**config.mk**
```make
export PLATFORM = sky130hd
export DESIGN_NAME = bitwise_xor
export DESIGN_NICKNAME = d
export VERILOG_FILES = /design/src/rtl/crypto_pkg.sv /design/src/rtl/xor_core.sv /design/src/rtl/bitwise_xor.sv
export SDC_FILE = /design/constraint.sdc
export NUM_CORES = 1
export LEC_CHECK = 0
export BUFFER_PORTS_ARGS = -buffer_cell sky130_fd_sc_hd__buf_2
export CORE_MARGIN = 8
export CORE_UTILIZATION = 40
export CTS_BUF_LIST = sky130_fd_sc_hd__clkbuf_8
export DETAILED_ROUTE_END_ITERATION = 6
export GPL_ROUTABILITY_DRIVEN = 0
export GPL_TIMING_DRIVEN = 0
export PLACE_DENSITY = 0.72
export SKIP_CTS_REPAIR_TIMING = 1
export SLEW_MARGIN = 20
export SYNTH_ARGS = -nofsm -noshare
export SYNTH_HDL_FRONTEND = slang
export SYNTH_SLANG_ARGS = --single-unit
```
**constraint.sdc**
```tcl
create_clock -name clk -period 2.1 [get_ports clk]
set_input_delay 0.21 -clock clk [delete_from_list [all_inputs] [get_ports clk]]
set_output_delay 0.21 -clock clk [all_outputs]
set_load 0.05 [all_outputs]
```
**src/rtl/crypto_pkg.sv**
```systemverilog
// Shared types for the 8-bit cryptosystem datapath.
package crypto_pkg;
  localparam int DATA_W = 8;
  typedef logic [DATA_W-1:0] byte_t;
endpackage

```
**src/rtl/xor_core.sv**
```systemverilog
// Pure combinational WIDTH-bit XOR; encrypt and decrypt are the same operation.
module xor_core #(
  parameter int WIDTH = 8
) (
  input  logic [WIDTH-1:0] a,
  input  logic [WIDTH-1:0] b,
  output logic [WIDTH-1:0] y
);
  assign y = a ^ b;
endmodule

```
**src/rtl/bitwise_xor.sv**
```systemverilog
// XOR datapath stage: combinational a ^ b, plus a one-deep registered,
// valid/ready path XORing a with either b or a stored key.
module bitwise_xor
  import crypto_pkg::*;
#(
  parameter int WIDTH = DATA_W
) (
  input  logic             clk,
  input  logic             rst_n,
  input  logic [WIDTH-1:0] a,
  input  logic [WIDTH-1:0] b,
  output logic [WIDTH-1:0] y,
  input  logic             key_we,
  input  logic [WIDTH-1:0] key_in,
  input  logic             use_key,
  input  logic             in_valid,
  output logic             in_ready,
  output logic             out_valid,
  input  logic             out_ready,
  output logic [WIDTH-1:0] y_q,
  output logic             y_zero,
  output logic             y_parity
);

  logic [WIDTH-1:0] key_reg;
  logic [WIDTH-1:0] opnd;
  logic [WIDTH-1:0] y_next;
  logic             accept;

  // Direct path: no clock or reset dependence.
  xor_core #(.WIDTH(WIDTH)) u_xor_direct (
    .a (a),
    .b (b),
    .y (y)
  );

  // Key register is read before any same-cycle write, so a simultaneous
  // key load only affects later accepts.
  assign opnd = use_key ? key_reg : b;

  xor_core #(.WIDTH(WIDTH)) u_xor_reg (
    .a (a),
    .b (opnd),
    .y (y_next)
  );

  // Output slot is free when empty or being drained this cycle.
  assign in_ready = !out_valid || out_ready;
  assign accept   = in_valid && in_ready;

  // Key register, result register, flags and valid bit.
  always_ff @(posedge clk) begin
    if (!rst_n) begin
      key_reg   <= '0;
      y_q       <= '0;
      out_valid <= 1'b0;
      y_zero    <= 1'b0;
      y_parity  <= 1'b0;
    end else begin
      if (key_we) key_reg <= key_in;
      if (accept) begin
        y_q       <= y_next;
        y_zero    <= (y_next == '0);
        y_parity  <= ^y_next;
        out_valid <= 1'b1;
      end else if (out_ready) begin
        out_valid <= 1'b0;
      end
    end
  end

endmodule

```
==> Word level (Yosys, flattened, before mapping) <==
Index checks and enable logic that the tools add are counted.
W data, S select, Z words.
{ "op_classes": {"n_mux": 3, "n_reduce_logical": 6, "bitwise_logic": 2} }
{ "op_table": {"columns": ["operator", "n"], "rows": [
  ["$xor A8 B8 Y8", 2],
  ["$logic_not A8 Y1", 1],
  ["$mux W8", 1],
  ["$reduce_xor A8 Y1", 1],
  ["$mux W1", 2],
  ["$reduce_bool A2 Y1", 1],
  ["$logic_and A1 B1 Y1", 1],
  ["$logic_not A1 Y1", 1],
  ["$logic_or A1 B1 Y1", 1]
]} }
{ "word_totals": {"wordCells": 16, "reg_bits": 19, "out_inout_bits": 20, "in_bits": 30} }

==> Longest topological paths before layout <==
{ "logic_depth": {"ltp_word": 4, "depth_mapped": 7, "ltp_nobuf": 6} }

==> Cells and area by module <==
Synthesis repeated with hierarchy kept, for this count alone.
{ "unflattened": {"hier_cells": 116, "area_unflattened_um2": 1067.3} }
{ "by_module_without_submodules": {"columns": ["module", "cells_each", "seq_area_each_um2", "instances", "area_each_um2"], "rows": [
  ["bitwise_xor", 100, 380.4, 1, 927.1],
  ["xor_core", 8, 0.0, 2, 70.1]
]} }

==> Worst setup path before layout <==
OpenSTA, ideal clock, no wires.
{ "synth_timing": {"path_type": "reg2reg", "startpoint": "register out_valid", "endpoint": "register y_q[6]", "slack_ps": 476, "path_stages_with_launch": 5, "n_path_buf": 0, "synth_period_minus_slack_ps": 1624, "arrival_time_ps": 1492, "required_ps": 1968, "setup_ps": 132, "path_cell_list": "dfxtp_1 nor2b_4 inv_1 nand3_1 o22ai_1"} }
{ "synth_between": {"elab_chain_cells": 3} }
{ "synth_lines": {"columns": ["element", "line_no", "rtl"], "rows": [
  ["start, declared", "bitwise_xor.sv:18", "output logic out_valid,"],
  ["start signal, assigned", "bitwise_xor.sv:56", "out_valid <= 1'b0;"],
  ["start signal, assigned", "bitwise_xor.sv:65", "out_valid <= 1'b1;"],
  ["start signal, assigned", "bitwise_xor.sv:67", "out_valid <= 1'b0;"],
  ["$logic_not A1 Y1", "bitwise_xor.sv:48", "assign in_ready = !out_valid || out_ready;"],
  ["$logic_or A1 B1 Y1", "bitwise_xor.sv:48", null],
  ["via in_ready", "bitwise_xor.sv:17", "output logic in_ready,"],
  ["$logic_and A1 B1 Y1", "bitwise_xor.sv:49", "assign accept = in_valid && in_ready;"],
  ["end signal, assigned", "bitwise_xor.sv:62", "y_q <= y_next;"],
  ["end, declared", "bitwise_xor.sv:20", "output logic [WIDTH-1:0] y_q,"]
]} }
The timed path passes the listed nets, and every way through them passes these cells.
A chain may end at the register's enable or synchronous reset.

==> Worst setup path after layout <==
{ "layout_timing": {"startpoint": "register key_reg[2]", "endpoint": "register y_parity"} }
{ "layout_between": {"elab_chain_cells": 3} }
{ "layout_lines": {"columns": ["element", "line_no", "rtl"], "rows": [
  ["start, declared", "bitwise_xor.sv:25", "logic [WIDTH-1:0] key_reg;"],
  ["start signal, assigned", "bitwise_xor.sv:60", "if (key_we) key_reg <= key_in;"],
  ["$mux W8", "bitwise_xor.sv:39", "assign opnd = use_key ? key_reg : b;"],
  ["$xor A8 B8 Y8", "xor_core.sv:9", "assign y = a ^ b;"],
  ["$reduce_xor A8 Y1", "bitwise_xor.sv:64", "y_parity <= ^y_next;"],
  ["end signal, assigned", "bitwise_xor.sv:64", null],
  ["end, declared", "bitwise_xor.sv:22", "output logic y_parity"]
]} }
No other way between the ends.

==> reports/summary.txt <==
vias in the first global route -> 908
relative slew slack -> 0.7534
remaining antenna violation count -> 0
first-pass GRT wire length -> 3926 um
DRC errors left -> 0
fin worst setup slack -> 0.4828 ns
CTS Buffer Depth -> 2
total number of vias -> 864
CP endpoint kind -> flop
hpwl dp -> 2069 um
most frequent cells in the layout -> 49 x buf_2, 19 x dfxtp_1, 16 x mux2i_1, 16 x xor2_1
Pre-antenna DRT Iters -> 4
hold endpoint -> key_reg[3]
Final period util -> 0.7701
Synth Area in XOR/XNOR -> 0.1716
CP max-delay cell -> dfxtp_1
Syn Area/Cell -> 9.795 um2
routed wire length -> 2456 um
max_cap viols -> 0
Hold Path Stages -> 3
Slew @ Worst Pin -> 0.3695 ns
VDD IR max -> 0.4584 mV
worst-path cell chain -> mux2i_1 -> xor2_1 -> ha_1 -> xnor2_1 -> xnor2_1 -> a211oi_1
mapped cell area -> 969.7 um2
CTS H-tree lvls -> 1
Seq cells post-synth -> 19
Final nets -> 184
status -> completed
# setup viols final -> 0
initial antenna violation count -> 0
Crit path buffers/inverters -> 0
Die X -> 65.24 um
GRT Util Overall -> 0.1143
distinct cell type count after synthesis -> 19
P&R area growth vs syn -> 32.26%
worst slack, placed -> 0.3950 ns
Synthesis Warnings -> 0
Clock Sinks -> 19
CTS root buffer -> clkbuf_8
switching part of the total power -> 0.3591
sw power -> 0.3593 mW
Syn Inst Count -> 99
Peak Freq -> 618.3 MHz
sequential element share of the synthesized area -> 0.3923
PortBufs -> 46
most common cell after layout, fill and taps aside -> buf_2
main combinational cell family by area after synthesis -> XOR/XNOR gates
R2R cell count -> 6
crit path kind -> flop to flop
Slew Viols, Final -> 0
R2R Path Start -> key_reg[2]
Initial Utilization -> 0.4062
Critical Path Most Common Cell -> xnor2_1
maximum fanout along the worst path -> 2
mux cell area share after synthesis -> 0.1652
core footprint -> 0.002387 mm2
cts bufs inserted -> 3
CP startpoint kind -> flop
initial drt markers -> 36
placed inst area -> 0.001237 mm2
CP max stage delay -> 0.32 ns
Synth Area in Adders -> 0.05161
Final Cell Area -> 0.001282 mm2
largest net degree at the start of global routing -> 11
Final Skew -> 0.0004432 ns
WP data required -> 2.26 ns
Int Power -> 0.6412 mW
Tot Pwr -> 1.001 mW
Reg power frac -> 0.402
flop-to-flop setup slack -> 0.48 ns
GRT overflow -> 0
setup TNS -> 0 ns
row count -> 18
RSZ-0062 raised after global routing -> no
DR vias/cell -> 4.827
later-pin clock latency in the skew report -> 0.25 ns
Synth Area in Compound Gates -> 0.08000
Clock transition at path regs -> 0.07 ns
Clock Power Share -> 0.238
Logic pwr share -> 0.360
dpl cells -> 175
Final Critical Period -> 1.617 ns
non-filler cells in the finished layout -> 179
FF-to-FF End -> y_parity
Mapped Nets -> 133
CTS tree -> done
wire per inst -> 13.72 um
Die ar. -> 0.004256 mm2
Final Hold Vio Count -> 0
n_diodes -> 0
simple-gate share of the synthesized area -> 0.1006
fillers -> 248
fraction of layout cells with a size suffix above 1 -> 0.3691
Die Height -> 65.24 um
HP Start -> key_in[3]
Power per Cell Area -> 780.2 mW/mm2
crit-path leading delay family -> XOR/XNOR gates
Ports -> 50
worst min path class -> input port to flop
crit path DAT -> 1.78 ns
Leak -> 0.6497 nW
-- metal layers --
layer  vias to the layer above  track usage  routed length [um]
li1                        438            -                   -
met1                       401       0.1185                 951
met2                        23       0.2066                1313
met3                         2      0.02551                 163
met4                         0      0.06540                  27
met5                         -            0                   0
-- worst reg2reg max path, stage by stage, from the launching register on --
cell and delay, ns:
dfxtp_1 0.32, mux2i_1 0.18, xor2_1 0.24, ha_1 0.28, xnor2_1 0.19, xnor2_1 0.09
a211oi_1 0.23
-- worst max path at each step --
stage / slack [ns] / start / endpoint / cells past startpoint
3_3_place_gp: 0.44 / use_key / y_parity / 7
3_5_place_dp: 0.39 / use_key / y_parity / 7
6_report: 0.48 / key_reg[2] / y_parity / 6
5_1_grt: 0.38 / key_reg[3] / y_parity / 6
2_1_floorplan: 0.48 / out_valid / y_q[6] / 4
4_1_cts: 0.48 / key_reg[3] / y_parity / 6
-- kinds of logic after synthesis --
family	count (synthesis)
buffers and inverters	7
AOI/OAI and AO/OA	13
xor gates and xnor gates	19
muxes	16
and+or+nand+nor	21
DFF	19
adders and majority gates	4
-- power by group through the flow --
stage | sequential, mW | combinational, mW | clock, mW
floorplan | 0.474 | 0.204 | 0
global placement | 0.409 | 0.356 | 0
detailed placement | 0.411 | 0.362 | 0
CTS | 0.403 | 0.363 | 0.247
global route | 0.405 | 0.388 | 0.262
finish | 0.402 | 0.360 | 0.238
-- area by class of cell --
| class | count | area [um2] | area share |
|---|---|---|---|
| multi-input combinational | 73 | 551.8 | 0.4302 |
| clock buffer | 3 | 41.29 | 0.03220 |
| sequential | 19 | 380.4 | 0.2966 |
| inverter | 3 | 11.26 | 0.008780 |
| buffer | 4 | 26.28 | 0.02049 |
| timing repair buffer | 46 | 230.2 | 0.1795 |
| clock inverter | 1 | 3.754 | 0.002927 |
| tap | 30 | 37.54 | 0.02927 |
-- synth_stat cells --
| cell | instances | share of area |
|---|---|---|
| nor2_2 | 1 | 0.0065 |
| xor2_1 | 16 | 0.14 |
| mux2i_1 | 16 | 0.17 |
| xnor2_1 | 3 | 0.027 |
| inv_1 | 3 | 0.012 |
| buf_2 | 3 | 0.015 |
| dfxtp_1 | 19 | 0.39 |
| nand2_1 | 8 | 0.031 |
| nor2b_4 | 1 | 0.014 |
| a211oi_1 | 1 | 0.0077 |
| o22ai_1 | 8 | 0.052 |
| nor2_1 | 8 | 0.031 |
| nand3_1 | 1 | 0.0052 |
| a21oi_1 | 3 | 0.015 |
| or3_1 | 1 | 0.0065 |
| buf_6 | 1 | 0.012 |
| ha_1 | 4 | 0.052 |
| o21ai_0 | 1 | 0.0052 |
| nand4_1 | 1 | 0.0065 |
-- metrics by stage --
step                utilization  hold slack (ns)
floorplan                     -           0.3572
global placement         0.5183           0.4434
detailed placement       0.5183           0.4502
CTS                      0.5372           0.1893
global route             0.5372           0.1920
finish                   0.5372           0.1918
Note: power is estimated with default switching activity, not from simulation.
